$ cat src/rtl/rom_scan_if.sv
// ---------------------------------------------------------------------------
// rom_scan_if
//   Bundles the control, ROM-side and pixel-stream signals of rom_scan_ctrl.
//   The clock and reset stay outside the interface as plain ports.
//
//   start      frame request            (master -> slave)
//   abort      abort current frame      (master -> slave)
//   rd_addr    ROM read address         (slave  -> master)
//   read_data  ROM data for rd_addr     (master -> slave)
//   out_pixel  registered pixel         (slave  -> master)
//   out_valid  pixel/flags valid        (slave  -> master)
//   out_ready  downstream ready         (master -> slave)
//   out_sol    column 0 flag            (slave  -> master)
//   out_eol    last column flag         (slave  -> master)
//   out_eof    last pixel flag          (slave  -> master)
//   busy       frame in progress        (slave  -> master)
//   done       end-of-frame pulse       (slave  -> master)
//
//   master: the environment (ROM, requester, downstream sink)
//   slave : the sequencer itself
// ---------------------------------------------------------------------------
interface rom_scan_if #(
    parameter int BPP = 3
);
    logic               start;
    logic               abort;
    logic [9:0]         rd_addr;
    logic [8*BPP-1:0]   read_data;
    logic [8*BPP-1:0]   out_pixel;
    logic               out_valid;
    logic               out_ready;
    logic               out_sol;
    logic               out_eol;
    logic               out_eof;
    logic               busy;
    logic               done;

    modport master (
        output start, abort, read_data, out_ready,
        input  rd_addr, out_pixel, out_valid, out_sol, out_eol, out_eof, busy, done
    );

    modport slave (
        input  start, abort, read_data, out_ready,
        output rd_addr, out_pixel, out_valid, out_sol, out_eol, out_eof, busy, done
    );
endinterface

$ cat src/rtl/rom_scan_ctrl.sv
// ---------------------------------------------------------------------------
// rom_scan_ctrl
//   Streams one image frame out of a combinational-read ROM per start pulse.
//   Addresses are walked 0..PIXELS-1 in raster order; each ROM word is
//   captured into an output register and offered downstream on a
//   valid/ready handshake with start-of-line, end-of-line and end-of-frame
//   flags. A done pulse follows acceptance of the last pixel.
//
//   clk    in  rising-edge clock
//   rst_n  in  asynchronous active-low reset
//   bus    slave modport of rom_scan_if (start, abort, rd_addr, read_data,
//          out_pixel, out_valid, out_ready, out_sol/eol/eof, busy, done)
//
//   HEIGHT*WIDTH must not exceed 1024 (10-bit ROM address).
// ---------------------------------------------------------------------------
module rom_scan_ctrl #(
    parameter int HEIGHT = 30,
    parameter int WIDTH  = 30,
    parameter int BPP    = 3
) (
    input  logic          clk,
    input  logic          rst_n,
    rom_scan_if.slave     bus
);
    localparam int PIXELS = HEIGHT * WIDTH;
    localparam int CW     = (WIDTH  > 1) ? $clog2(WIDTH)  : 1;
    localparam int RW     = (HEIGHT > 1) ? $clog2(HEIGHT) : 1;
    localparam int PW     = 8 * BPP;

    typedef enum logic [1:0] {
        IDLE  = 2'd0,
        RUN   = 2'd1,
        DRAIN = 2'd2
    } state_e;

    state_e          state_q,     state_d;
    logic [9:0]      rd_addr_q,   rd_addr_d;
    logic [CW-1:0]   col_q,       col_d;
    logic [RW-1:0]   row_q,       row_d;
    logic [PW-1:0]   out_pixel_q, out_pixel_d;
    logic            out_valid_q, out_valid_d;
    logic            out_sol_q,   out_sol_d;
    logic            out_eol_q,   out_eol_d;
    logic            out_eof_q,   out_eof_d;
    logic            busy_q,      busy_d;
    logic            done_q,      done_d;
    logic            load;

    always_comb begin
        // NOTE: every signal gets a hold/default value first so no path leaves
        // one unassigned; an unassigned path would infer a latch.
        state_d     = state_q;
        rd_addr_d   = rd_addr_q;
        col_d       = col_q;
        row_d       = row_q;
        out_pixel_d = out_pixel_q;
        out_valid_d = out_valid_q;
        out_sol_d   = out_sol_q;
        out_eol_d   = out_eol_q;
        out_eof_d   = out_eof_q;
        busy_d      = busy_q;
        done_d      = 1'b0;
        load        = 1'b0;

        if (bus.abort) begin
            // Abort wins over start and load; a pixel on the bus this cycle
            // is dropped and no done pulse is produced.
            state_d     = IDLE;
            rd_addr_d   = '0;
            col_d       = '0;
            row_d       = '0;
            out_valid_d = 1'b0;
            out_sol_d   = 1'b0;
            out_eol_d   = 1'b0;
            out_eof_d   = 1'b0;
            busy_d      = 1'b0;
        end else begin
            case (state_q)
                IDLE: begin
                    if (bus.start) begin
                        state_d   = RUN;
                        rd_addr_d = '0;
                        col_d     = '0;
                        row_d     = '0;
                        busy_d    = 1'b1;
                    end
                end
                RUN: begin
                    // The output register may be refilled when empty or when
                    // its current pixel is being accepted this cycle.
                    load = !out_valid_q || bus.out_ready;
                    if (load) begin
                        out_pixel_d = bus.read_data;
                        out_valid_d = 1'b1;
                        out_sol_d   = (col_q == '0);
                        out_eol_d   = (col_q == CW'(WIDTH - 1));
                        out_eof_d   = (rd_addr_q == 10'(PIXELS - 1));
                        if (col_q == CW'(WIDTH - 1)) begin
                            col_d = '0;
                            row_d = (row_q == RW'(HEIGHT - 1)) ? '0 : row_q + RW'(1);
                        end else begin
                            col_d = col_q + CW'(1);
                        end
                        // The address stops at the last pixel so it never
                        // leaves the frame.
                        if (rd_addr_q == 10'(PIXELS - 1)) begin
                            state_d = DRAIN;
                        end else begin
                            rd_addr_d = rd_addr_q + 10'd1;
                        end
                    end
                end
                DRAIN: begin
                    if (out_valid_q && bus.out_ready) begin
                        state_d     = IDLE;
                        out_valid_d = 1'b0;
                        out_sol_d   = 1'b0;
                        out_eol_d   = 1'b0;
                        out_eof_d   = 1'b0;
                        busy_d      = 1'b0;
                        done_d      = 1'b1;
                    end
                end
                default: state_d = IDLE;
            endcase
        end
    end

    // NOTE: state is updated with non-blocking assignments so every flop
    // samples its _d value from before the edge, independent of block order.
    always_ff @(posedge clk or negedge rst_n) begin
        if (!rst_n) begin
            state_q     <= IDLE;
            rd_addr_q   <= '0;
            col_q       <= '0;
            row_q       <= '0;
            out_pixel_q <= '0;
            out_valid_q <= 1'b0;
            out_sol_q   <= 1'b0;
            out_eol_q   <= 1'b0;
            out_eof_q   <= 1'b0;
            busy_q      <= 1'b0;
            done_q      <= 1'b0;
        end else begin
            state_q     <= state_d;
            rd_addr_q   <= rd_addr_d;
            col_q       <= col_d;
            row_q       <= row_d;
            out_pixel_q <= out_pixel_d;
            out_valid_q <= out_valid_d;
            out_sol_q   <= out_sol_d;
            out_eol_q   <= out_eol_d;
            out_eof_q   <= out_eof_d;
            busy_q      <= busy_d;
            done_q      <= done_d;
        end
    end

    assign bus.rd_addr   = rd_addr_q;
    assign bus.out_pixel = out_pixel_q;
    assign bus.out_valid = out_valid_q;
    assign bus.out_sol   = out_sol_q;
    assign bus.out_eol   = out_eol_q;
    assign bus.out_eof   = out_eof_q;
    assign bus.busy      = busy_q;
    assign bus.done      = done_q;
endmodule

$ cat src/flat_wrapper.sv
// flat-port wrapper written by rule: the top's interface ports become plain ports
module rom_scan_ctrl_flat 
#(
    parameter int HEIGHT = 30,
    parameter int WIDTH  = 30,
    parameter int BPP    = 3
)
  (clk, rst_n, bus_start, bus_abort, bus_read_data, bus_out_ready, bus_rd_addr, bus_out_pixel, bus_out_valid, bus_out_sol, bus_out_eol, bus_out_eof, bus_busy, bus_done);
  rom_scan_if #(.BPP(BPP)) bus_i ();
  input  logic clk;
  input  logic rst_n;
  input wire logic [$bits(bus_i.start)-1:0] bus_start;
  input wire logic [$bits(bus_i.abort)-1:0] bus_abort;
  input wire logic [$bits(bus_i.read_data)-1:0] bus_read_data;
  input wire logic [$bits(bus_i.out_ready)-1:0] bus_out_ready;
  output wire logic [$bits(bus_i.rd_addr)-1:0] bus_rd_addr;
  output wire logic [$bits(bus_i.out_pixel)-1:0] bus_out_pixel;
  output wire logic [$bits(bus_i.out_valid)-1:0] bus_out_valid;
  output wire logic [$bits(bus_i.out_sol)-1:0] bus_out_sol;
  output wire logic [$bits(bus_i.out_eol)-1:0] bus_out_eol;
  output wire logic [$bits(bus_i.out_eof)-1:0] bus_out_eof;
  output wire logic [$bits(bus_i.busy)-1:0] bus_busy;
  output wire logic [$bits(bus_i.done)-1:0] bus_done;
  assign bus_i.start = bus_start;
  assign bus_i.abort = bus_abort;
  assign bus_i.read_data = bus_read_data;
  assign bus_i.out_ready = bus_out_ready;
  assign bus_rd_addr = bus_i.rd_addr;
  assign bus_out_pixel = bus_i.out_pixel;
  assign bus_out_valid = bus_i.out_valid;
  assign bus_out_sol = bus_i.out_sol;
  assign bus_out_eol = bus_i.out_eol;
  assign bus_out_eof = bus_i.out_eof;
  assign bus_busy = bus_i.busy;
  assign bus_done = bus_i.done;
  rom_scan_ctrl #(.HEIGHT(HEIGHT), .WIDTH(WIDTH), .BPP(BPP)) u_core (.clk(clk), .rst_n(rst_n), .bus(bus_i));
endmodule
$ cat config.mk
export PLATFORM = sky130hd
export DESIGN_NAME = rom_scan_ctrl_flat
export DESIGN_NICKNAME = d
export VERILOG_FILES = /design/src/rtl/rom_scan_if.sv /design/src/rtl/rom_scan_ctrl.sv /design/src/flat_wrapper.sv
export SDC_FILE = /design/constraint.sdc
export NUM_CORES = 1
export LEC_CHECK = 0
export CAP_MARGIN = 20
export CORE_MARGIN = 5
export CORE_UTILIZATION = 47
export CTS_BUF_LIST = sky130_fd_sc_hd__clkbuf_16
export DETAILED_ROUTE_END_ITERATION = 10
export PLACE_DENSITY = 0.76
export SLEW_MARGIN = 15
export SYNTH_ARGS = -nofsm -noshare
export SYNTH_HDL_FRONTEND = slang
export SYNTH_SLANG_ARGS = --single-unit
$ cat constraint.sdc
create_clock -name clk -period 2.09 [get_ports clk]
set_input_delay 0.418 -clock clk [delete_from_list [all_inputs] [get_ports clk]]
set_output_delay 0.418 -clock clk [all_outputs]
set_load 0.01 [all_outputs]
==> impl_metrics.env, run 1 <==
export IMPL_status="finished, final reports clean"
export IMPL_place_hpwl_um=4010
export IMPL_synth_seq_cells=47
export IMPL_synthArstFlopShare_pct=100
export IMPL_die_w_um=80.0
export IMPL_final_cell_mix="67 x clkdlybuf4s50_1, 47 x dfrtp_1, 17 x mux2_4, 11 x nand2_1, 10 x buf_4"
export IMPL_cp_end_kind="register"
export IMPL_cap_violations=0
export IMPL_ant_nets=0
export IMPL_grt_max_degree=32
export IMPL_core_area_um2=4750
export IMPL_ctsHtreeMaxLevel=2
export IMPL_synth_top_cell_area_share_pct=51.0
export IMPL_first_pass_iters=4
export IMPL_final_common_cell="clkdlybuf4s50_1"
export IMPL_cp_max_fo=12
export IMPL_p_int_mw=2.10
export IMPL_drc=0
export IMPL_drt_vias_per_instance=5.38
export IMPL_power_switching_mw=0.610
export IMPL_clock_sinks=47
export IMPL_cts_root_buf="clkbuf_16"
export IMPL_worst_ep_required_time_ns=2.29
export IMPL_synth_nets=220
export IMPL_setup_violations=0
export IMPL_synth_seq_area_share_pct=51.0
export IMPL_worst_pin_slew_ns=0.676
export IMPL_wl_per_cell_um=16.0
export IMPL_grt_pass1_wl_um=8910
export IMPL_drtIter0Drc=79
export IMPL_n_antenna_cell=0
export IMPL_p_comb_share_pct=22.3
export IMPL_netlist_cell_type_count=42
export IMPL_sw_frac_of_total_pct=22.5
export IMPL_whs_ns=0.168
export IMPL_fin_crit_ns=1.85
export IMPL_cts_buffers=5
export IMPL_ys_flop_type="dfrtp_1"
export IMPL_worstSetupPathType="register to register"
export IMPL_grt_total_usage_pct=17.9
export IMPL_ios=69
export IMPL_yosysWarnings=0
export IMPL_fin_ws_ns=0.235
export IMPL_clk_latency_ns=0.28
export IMPL_critPathArrivalTime_ns=2.06
export IMPL_cts_resized=0
export IMPL_synthCells=187
export IMPL_layout_nets=300
export IMPL_finalSetupTns_ns=0
export IMPL_startpoint_type="register"
export IMPL_overflow=0
export IMPL_synthTopCellsByArea="dfrtp_1 51%, mux2_4 11%, mux2_1 3.4%"
export IMPL_core_rowCount=25
export IMPL_antenna_found_initial=0
export IMPL_peakVddDrop_v=0.000426
export IMPL_synth_edf_count=0
export IMPL_num_vias=1801
export IMPL_post_cts_setup_buffers=0
export IMPL_holdBufCountCts=0
export IMPL_slew_headroom_pct=54.9
export IMPL_ff2ff_setup_slack_ns=0.24
export IMPL_grt_pass1_vias=1791
export IMPL_start_util_pct=48.5
export IMPL_leakage_nw=1.43
export IMPL_yosys_area_top_type="dfrtp_1"
export IMPL_drt_wl_total_um=5370
export IMPL_pre_cts_slack_ns=-0.0187
export IMPL_fin_crit_sh_pct=88.7
export IMPL_clkTransAtPathRegs_ns=0.06
export IMPL_p_seq_share_pct=40.4
export IMPL_p_total_mw=2.71
export IMPL_holdCritPathClass="input port to asynchronous set/reset pin"
export IMPL_portBuffers=68
export IMPL_cts_tree="done"
export IMPL_clockBufferDepth=2
export IMPL_dieArea_um2=6410
export IMPL_drive_gt1_share_pct=16.8
export IMPL_pwr_share_clk_pct=37.3
export IMPL_maxSlewViolCount=0
export IMPL_clock_skew_final_ns=0.00486
export IMPL_fmax_ghz=0.539
export IMPL_place_gp_congestion=0.839
export IMPL_p_per_area_nw_per_um2=817
export IMPL_hold_viol_final=0
export IMPL_areaGrowthSynthToFinish_pct=43.7
export IMPL_rsz0062_at_grt="false"
export IMPL_die_y_um=80.0
export IMPL_syn_area_um2=2310
export IMPL_syn_area_per_cell_um2=12.3
-- synth_stat cells (5+ instances only) --
cell,instances
o31ai_1,7
o21ai_0,6
nand3_1,9
dfrtp_1,47
a22o_1,5
mux2_1,7
mux2_4,17
nor2_1,5
inv_1,8
nand2_1,11
or4_1,5
-- critical path, cell delays in order (launching register included) --
cell,delay (ns)
dfrtp_1,0.55
or3b_1,0.49
buf_4,0.19
or4_1,0.46
o21ai_1,0.09
-- registers in the layout (all words and copies together) (netlist names) --
name and count:
u_core.bus.done 1, u_core.bus.out_pixel 24, u_core.bus.busy 1, u_core.bus.out_valid 1
u_core.state_q 2, u_core.bus.out_eof 1, u_core.bus.out_eol 1, u_core.col_q 5
u_core.bus.out_sol 1, u_core.bus.rd_addr 10
-- power by group through the flow --
stage | combinational (mW) | clock [mW] | sequential [mW]
after global routing | 0.647 | 1.07 | 1.11
final | 0.605 | 1.01 | 1.09
after global placement | 0.597 | 0 | 1.11
after detailed placement | 0.612 | 0 | 1.11
after floorplan | 0.210 | 0 | 1.15
after CTS | 0.614 | 1.02 | 1.10
-- cell type report --
cell class | count | area (µm²)
Inverter | 8 | 30.0
Multi-Input combinational cell | 124 | 1020
Timing Repair Buffer | 81 | 811
Fill cell | 355 | 1440
Tap cell | 67 | 83.8
Clock buffer | 5 | 125
Sequential cell | 47 | 1180
Clock inverter | 3 | 63.8
-- cell families (layout without fill, tap and decap cells) --
kind of cell	after synthesis	count (layout)	share of synthesized area, %
adder cells (fa/ha/maj)	4	4	2.17
AO/OA/AOI/OAI	40	40	12.4
AND/OR/NAND/NOR	55	55	14.9
multiplexers	25	25	15.0
flip-flops	47	47	51.0
buffers and inverters	16	97	4.56
-- final timing paths --
path                                     startpoint                  endpoint  cells past startpoint
setup / recovery                  u_core.state_q[0]           u_core.col_q[4]                      4
hold / removal                                rst_n  u_core.bus.out_pixel[18]                      1
setup reg to reg                  u_core.state_q[0]           u_core.col_q[4]                      4
hold reg to reg            u_core.bus.out_pixel[18]  u_core.bus.out_pixel[18]                      1
max in group asynchronous                     rst_n      u_core.bus.out_valid                      2
min in group clk           u_core.bus.out_pixel[18]  u_core.bus.out_pixel[18]                      1
-- through the flow --
step,area [µm²],util [%],cells
3_3_place_gp,3130,65.7,327
5_1_grt,3310,69.7,335
4_1_cts,3310,69.7,335
3_5_place_dp,3130,65.7,327
2_1_floorplan,2310,-,187
6_report,3310,69.7,335
-- per-layer routing --
layer  wire length, µm  vias up  GRT usage (%)
met4                70        0           5.07
met5                 0        -              0
met2              2390       70           27.5
li1                  -      851              -
met1              2510      872           24.5
met3               408        8           5.19
(Power assumes the default switching activity.)
==> inputs of run 2 (changes only) <==
--- a/config.mk
+++ b/config.mk
@@ -7,10 +7,11 @@
 export LEC_CHECK = 0
 export CAP_MARGIN = 20
 export CORE_MARGIN = 5
-export CORE_UTILIZATION = 47
+export CORE_UTILIZATION = 60
 export CTS_BUF_LIST = sky130_fd_sc_hd__clkbuf_16
 export DETAILED_ROUTE_END_ITERATION = 10
-export PLACE_DENSITY = 0.76
+export DONT_BUFFER_PORTS = 1
+export PLACE_DENSITY = 0.72
 export SLEW_MARGIN = 15
 export SYNTH_ARGS = -nofsm -noshare
 export SYNTH_HDL_FRONTEND = slang
==> impl_metrics.env, run 2 (synthesis gave the netlist of run 1 again) <==
export IMPL_fill_cells=284
export IMPL_dpl_cell_area_um2=2300
export IMPL_n_antenna_cell=0
export IMPL_sw_frac_of_total_pct=26.1
export IMPL_grt_total_usage_pct=18.6
export IMPL_portBuffers=0
export IMPL_ff2ff_setup_slack_ns=0.12
export IMPL_worst_ep_required_time_ns=2.26
export IMPL_leakage_nw=1.10
export IMPL_drive_gt1_share_pct=18.7
export IMPL_overflow=0
export IMPL_cp_startpoint="u_core.state_q[0]"
export IMPL_cap_violations=0
export IMPL_dieArea_um2=5180
export IMPL_slew_headroom_pct=67.3
export IMPL_antenna_found_initial=0
export IMPL_first_pass_iters=4
export IMPL_clock_sinks=47
export IMPL_clkTransAtPathRegs_ns=0.06
export IMPL_cts_buffers=5
export IMPL_holdCritPathClass="input port to register"
export IMPL_hold_viol_final=0
export IMPL_ant_nets=0
export IMPL_layout_nets=225
export IMPL_core_area_um2=3690
export IMPL_p_comb_share_pct=11.6
export IMPL_finalSetupTns_ns=0
export IMPL_start_util_pct=62.5
export IMPL_ios=69
export IMPL_place_hpwl_um=3240
export IMPL_met3_usage_pct=4.43
export IMPL_wl_per_cell_um=19.5
export IMPL_cp_max_fo=13
export IMPL_power_switching_mw=0.571
export IMPL_clockBufferDepth=2
export IMPL_num_vias=1527
export IMPL_grt_use_met2_pct=30.5
export IMPL_grt_pass1_vias=1619
export IMPL_clk_latency_ns=0.28
export IMPL_cts_tree="done"
export IMPL_maxSlewViolCount=0
export IMPL_die_y_um=72.0
export IMPL_ctsHtreeMaxLevel=2
export IMPL_timing_rr_end="u_core.bus.out_pixel[12]"
export IMPL_r2r_start="u_core.state_q[0]"
export IMPL_startpoint_type="register"
export IMPL_final_common_cell="dfrtp_1"
export IMPL_fin_crit_ns=1.97
export IMPL_gr_usage_met1_pct=22.5
export IMPL_fin_crit_sh_pct=94.4
export IMPL_grt_busiest_layer="met2"
export IMPL_critPathArrivalTime_ns=2.14
export IMPL_largest_reg_flops=24
export IMPL_drt_vias_per_instance=6.34
export IMPL_place_gp_congestion=0.904
export IMPL_cts_root_buf="clkbuf_16"
export IMPL_fmax_ghz=0.507
export IMPL_core_rowCount=22
export IMPL_rsz0062_at_grt="false"
export IMPL_areaGrowthSynthToFinish_pct=8.74
export IMPL_p_per_area_nw_per_um2=873
export IMPL_cts_resized=0
export IMPL_cp_end_kind="register"
export IMPL_final_cell_mix="47 x dfrtp_1, 17 x mux2_4, 11 x nand2_1, 9 x nand3_1, 8 x inv_1"
export IMPL_clock_skew_final_ns=0.00303
export IMPL_rr_worst_depth=3
export IMPL_status="finished, final reports clean"
export IMPL_grt_max_degree=48
export IMPL_drtIter0Drc=42
export IMPL_die_w_um=72.0
export IMPL_worst_pin_slew_ns=0.490
export IMPL_peakVddDrop_v=0.000416
export IMPL_pwr_share_clk_pct=35.1
export IMPL_final_area_um2=2510
export IMPL_grt_pass1_wl_um=7620
export IMPL_drt_wl_total_um=4710
export IMPL_setup_violations=0
export IMPL_worstSetupPathType="register to register"
export IMPL_p_seq_share_pct=53.3
export IMPL_drc=0
export IMPL_endpoint="u_core.bus.out_pixel[12]"
export IMPL_p_int_mw=1.62
run 2: cell types whose count changed in the layout (fill, tap and decap cells not counted), sizes merged, moves of 2 or more:
cell | before | now
buf | 14 | 4
clkinv | 0 | 2
clkdlybuf4s50 | 67 | 0
bufinv | 2 | 0
run 2: what timing repair did:
item                       CTS  global route
buffers inserted             0             2
hold buffers                 2             0
hold endpoints to repair    47             0
setup endpoints to repair    0             7
run 2: area by class of cell:
cell class / count / area [µm²] / share of cell area (%)
clock buffers: 5 / 125 / 4.99
clock inverters: 3 / 20.0 / 0.798
inverters: 8 / 30.0 / 1.20
multi-input cells: 125 / 1040 / 41.3
flip-flops and latches: 47 / 1180 / 46.9
well taps: 48 / 60.1 / 2.40
repair buffers: 5 / 60.1 / 2.40
run 2: power groups by stage:
stage	Sequential (mW)	Combinational (mW)	Clock (mW)
detailed placement	1.19	0.223	0
global placement	1.18	0.210	0
global route	1.18	0.282	0.824
finish	1.17	0.253	0.768
CTS	1.17	0.251	0.782
floorplan	1.15	0.210	0
run 2: critical path: stages, from the launching register on:
cell,delay [ns]
dfrtp_1,0.53
or3b_1,0.54
nor2_4,0.44
mux2_4,0.34
run 2: worst min-delay path by stage:
stage                     startpoint                      end  depth (start not counted)
after CTS                  bus_abort        u_core.state_q[1]                          1
after floorplan                rst_n          u_core.bus.busy                          0
after global placement         rst_n  u_core.bus.out_pixel[8]                          0
after global routing       bus_abort        u_core.state_q[1]                          1
final                      bus_abort          u_core.bus.busy                          1
after detailed placement       rst_n  u_core.bus.out_pixel[7]                          0
run 2: through the flow:
step | hold WS, ns | cells | setup slack (ns) | total power [mW] | util (%)
floorplan | 0.122 | 187 | 0.280 | 1.36 | -
global placement | 0.124 | 228 | 0.197 | 1.39 | 62.3
detailed placement | 0.124 | 228 | 0.0958 | 1.41 | 62.3
CTS | 0.186 | 238 | 0.0897 | 2.20 | 67.3
global route | 0.181 | 241 | 0.00234 | 2.29 | 68.0
finish | 0.189 | 241 | 0.117 | 2.19 | 68.0
run 2: routing by layer:
metal	up-vias	wire length, µm
met5	-	0
met4	0	77
met3	9	357
met2	55	2320
met1	764	1950
li1	699	-
